**src/rtl/demux_4out_buffered.sv**
```systemverilog
// demux_4out_buffered: routes input words to four one-entry buffered channels.
// Ports:
//   clk, rst_n   clock and async active-low reset
//   S, D         destination channel select and data word
//   in_valid     input word present
//   in_ready     block can accept the word addressed by S
//   Q, q_valid   per-channel data (channel n at [n*W +: W]) and valid
//   q_ack        per-channel consumer acknowledge
//   err          one-cycle pulse when an accepted word is dropped
//   drop_cnt     saturating count of dropped words
// Build macro DEMUX_CH3_EN: channel 3 becomes a normal buffer.
// Without it, words addressed to channel 3 are accepted and dropped.
module demux_4out_buffered #(
  parameter int W     = 4,
  parameter int CNT_W = 8
) (
  input  logic             clk,
  input  logic             rst_n,
  input  logic [1:0]       S,
  input  logic [W-1:0]     D,
  input  logic             in_valid,
  output logic             in_ready,
  output logic [4*W-1:0]   Q,
  output logic [3:0]       q_valid,
  input  logic [3:0]       q_ack,
  output logic             err,
  output logic [CNT_W-1:0] drop_cnt
);

`ifdef DEMUX_CH3_EN
  localparam int NB = 4;
`else
  localparam int NB = 3;
`endif

  logic [3:0]     vld_q, vld_d;
  logic [4*W-1:0] dat_q, dat_d;
  logic           acc;

  // A full channel can take a new word in the
  // same cycle its consumer acknowledges.
  // An unbuffered channel 3 is never valid,
  // so it always reads as ready.
  assign in_ready = ~vld_q[S] | q_ack[S];
  assign acc      = in_valid & in_ready;

  always_comb begin
    vld_d = vld_q;
    dat_d = dat_q;
    for (int n = 0; n < NB; n++) begin
      if (acc && (S == 2'(n))) begin
        vld_d[n]       = 1'b1;
        dat_d[n*W +: W] = D;
      end else if (q_ack[n]) begin
        vld_d[n] = 1'b0;
      end
    end
  end

  always_ff @(posedge clk or negedge rst_n) begin
    if (!rst_n) begin
      vld_q <= '0;
      dat_q <= '0;
    end else begin
      vld_q <= vld_d;
      dat_q <= dat_d;
    end
  end

  assign q_valid = vld_q;
  assign Q       = dat_q;

`ifdef DEMUX_CH3_EN
  assign err      = 1'b0;
  assign drop_cnt = '0;
`else
  logic             drop;
  logic             err_q;
  logic [CNT_W-1:0] cnt_q, cnt_d;

  assign drop = acc & (S == 2'd3);

  always_comb begin
    cnt_d = cnt_q;
    if (drop && !(&cnt_q)) begin
      cnt_d = cnt_q + CNT_W'(1);
    end
  end

  always_ff @(posedge clk or negedge rst_n) begin
    if (!rst_n) begin
      err_q <= 1'b0;
      cnt_q <= '0;
    end else begin
      err_q <= drop;
      cnt_q <= cnt_d;
    end
  end

  assign err      = err_q;
  assign drop_cnt = cnt_q;
`endif

endmodule
```
**config.mk**
```make
export PLATFORM = sky130hd
export DESIGN_NAME = demux_4out_buffered
export DESIGN_NICKNAME = d
export VERILOG_FILES = /design/src/rtl/demux_4out_buffered.sv
export SDC_FILE = /design/constraint.sdc
export NUM_CORES = 1
export LEC_CHECK = 0
export CORE_ASPECT_RATIO = 1.1
export CORE_MARGIN = 5
export CORE_UTILIZATION = 42
export DETAILED_ROUTE_END_ITERATION = 10
export GPL_ROUTABILITY_DRIVEN = 1
export HOLD_SLACK_MARGIN = 0.12
export PLACE_DENSITY_LB_ADDON = 0.2
export SLEW_MARGIN = 15
export SYNTH_ARGS = -nofsm -noshare
export SYNTH_HDL_FRONTEND = slang
export SYNTH_SLANG_ARGS = --single-unit
```
**constraint.sdc**
```tcl
create_clock -name clk -period 1.82 [get_ports clk]
set_input_delay 0.455 -clock clk [delete_from_list [all_inputs] [get_ports clk]]
set_output_delay 0.455 -clock clk [all_outputs]
set_load 0.02 [all_outputs]
```
==> metrics.md <==
| Metric | Value |
|---|---|
| Core area | 2472 µm² |
| Leak pwr | about 0.8 nW |
| Crit path to | Q[3] |
| DRT met1 WL | ~1000 µm |
| Ant diodes | 0 |
| Critical Path End Type | primary output |
| RSZ-0062 raised after global routing | yes |
| Post-route DRC | 0 |
| Layout cells sized above 1 | around a quarter |
| Final wirelength | ~2300 µm |
| Drt wl/cell | between 10 and 15 µm |
| Via Count | around 800 |
| Clock period minus worst slack | 1.756 ns |
| Pre-antenna DRT Iters | 4 |
| Wire length on met3 | around 140 µm |
| CP arrival | around 1.3 ns |
| Final GP Congestion | between 0.7 and 0.8 |
| Crit-path max FO | 2 |
| Std cell rows | 19 |
| Seq/Total Area, Yosys | between 50% and 60% |
| Slew Limit Fails | 0 |
| Avg Synthesized Cell Area | around 13 µm² |
| Routed Antenna Nets | 0 |
| Critical Path RT | ~1.4 ns |
| H-tree depth | 1 |
| DRT iter0 DRCs | 15 |
| Hold Violations, Final | 0 |
| R2R setup slack | approximately 0.24 ns |
| CP max stage cell | clkdlybuf4s50_1 |
| Via density | approximately 5 |
| Max incr delay on CP | between 0.6 and 0.7 ns |
| CTS root buf | clkbuf_4 |
| Uppermost layer routed | met4 |
| Hold_ws | 0.4274 ns |
| Vias in the first global route | about 830 |
| Result of the run | finished clean |
| Worst path depth | 1 |
| Grt ovf | 0 |
| DPL Wire Length | ~1700 µm |
| Final setup fails | 0 |
| CTS tree | built |
| Family with the most delay on the worst path | buffers and inverters |
| Worst Skew | around 0.0043 ns |
| FMAX | between 500 and 600 MHz |
| Synth warnings | 0 |
| Clk sink count | 24 |
| Initial antenna violation count | 0 |
| Worst min path class | input port to flip-flop |
| Cell area after layout | around 1600 µm² |
| Synthesized netlist cell count | 85 |
| WS Path Type | flip-flop to primary output |
| Largest net degree at the start of global routing | 25 |
| DIE WIDTH | approximately 58 µm |
| Initial Utilization | about 44% |
| Synthesized cell area | around 1100 µm² |
| Crit. Startpoint | Q[3] |
| Reg-to-reg endpoint | drop_cnt[1] |
| Fin nets | around 150 |
| First-pass GRT wire length | approximately 4000 µm |
| Fin crit share | a little over nine tenths |
| GRT Resource Usage Total | 14.27% |
| Count of state elements after synthesis | 24 |
| Most common library cell in the layout ignoring fill and taps | dfrtp_1 |
| Clock transition at path regs | about 0.13 ns |
| Synth top area cells | dfrtp_1 (56%), mux2_2 (13%), buf_4 (4.2%) |
| Worst r2r src | drop_cnt[0] |
| Max-cap violations | 0 |
| Area growth syn-to-layout | 47.27% |
| Area of the die | roughly 3700 µm² |
| Reg2reg path depth | 4 |
| Synth area leader | dfrtp_1 |
| # port buffers | 36 |
| Yosys cell types | 24 |
| Peak supply drop | between 0.6 and 0.7 mV |
| # IOs | 43 |
| CP Launch Type | flip-flop |
| Hold-fix buffers, CTS | 0 |
| Crit path cell chain | clkdlybuf4s50_1 |
| Clock network latency to the later pin of the worst-skew pair | around 0.32 ns |
| Die Span Y | approximately 63 µm |
| Synth top area share | a little under three fifths |
| Routed met2 length | roughly 1100 µm |
| Num CTS Buffers | 3 |
| Worst path bufs/invs | 1 |
| Cell area power density | between 1000 and 1500 nW/µm² |
| Clock Path Buffers | 2 |
| Dpl cell area | roughly 1500 µm² |
| Commonest cells after routing, fill and taps aside | dfrtp_1 (24), clkdlybuf4s50_1 (18), mux2_2 (12), buf_4 (11), dlygate4sd2_1 (9) |
## cell usage after synthesis, drive strengths merged
cell type	count
dfrtp	24
nand3b	1
ha	1
o211ai	2
clkbuf	1
nand2b	3
conb	1
nand2	6
mux2	15
o21ai	4
a41oi	1
buf	6
and4	2
and3	4
xnor2	4
nand4	2
nand3	2
nor3b	1
o2111ai	1
nor2b	2
mux2i	1
a31oi	1
## stage by stage
step | worst slack, ns | util, % | setup TNS [ns] | std cells | power (W)
finish | 0.06424 | 64.17 | 0 | 163 | 0.001600
global route | 0.002615 | 64.17 | 0 | 163 | 0.001697
CTS | -0.02248 | 62.60 | -0.03110 | 162 | 0.001621
detailed placement | -0.5327 | 61.08 | -3.126 | 158 | 0.001373
global placement | -0.4985 | 61.08 | -2.871 | 158 | 0.001360
floorplan | 0.2294 | - | 0 | 89 | 0.001050
## area by class of cell
type | count | area [µm²]
Clock buffer | 4 | 36.28
Timing Repair Buffer | 46 | 441.7
Fill cell | 200 | 885.9
Multi-Input combinational cell | 58 | 469.2
Tap cell | 31 | 38.79
Sequential cell | 24 | 600.6
## cell families after synthesis
| family | after synthesis | share of synthesized area, % |
|---|---|---|
| AOI/OAI and AO/OA | 9 | 5.458 |
| adders and majority gates | 1 | 1.161 |
| and+or+nand+nor | 23 | 12.89 |
| other | 1 | 0.3481 |
| xor gates and xnor gates | 4 | 3.252 |
| muxes | 16 | 16.61 |
| DFF | 24 | 55.75 |
| buffers and inverters | 7 | 4.529 |
## layer usage
metal | vias up | GRT usage, %
met3 | 5 | 3.878
met4 | 0 | 6.957
li1 | 390 | -
met5 | - | 0
met1 | 385 | 18.53
met2 | 23 | 21.65
## flip-flops by register name, summed over array words and instances, names as in the netlist
signal,cells
Q,12
drop_cnt,8
q_valid,3
err,1
## power breakdown
group	internal [W]	switching (W)
Clock	0.000122	0.000157
Sequential	0.000645	0.000106
Combinational	0.000286	0.000283
## what timing repair did
action                     in CTS  in global routing
pin swaps                       0                  2
buffers inserted                0                  1
setup endpoints to repair       9                  5
gates resized for setup        19                 10
## worst min-delay path by stage
stage | start | endpoint | slack, ns | cells past startpoint
final | q_ack[0] | q_valid[0] | 0.43 | 3
after global routing | q_ack[0] | q_valid[0] | 0.42 | 3
after CTS | rst_n | q_valid[2] | 0.49 | 2
after detailed placement | Q[11] | Q[11] | 0.50 | 1
after global placement | Q[1] | Q[1] | 0.49 | 1
after floorplan | rst_n | Q[0] | 0.16 | 0
(Power assumes the default switching activity.)
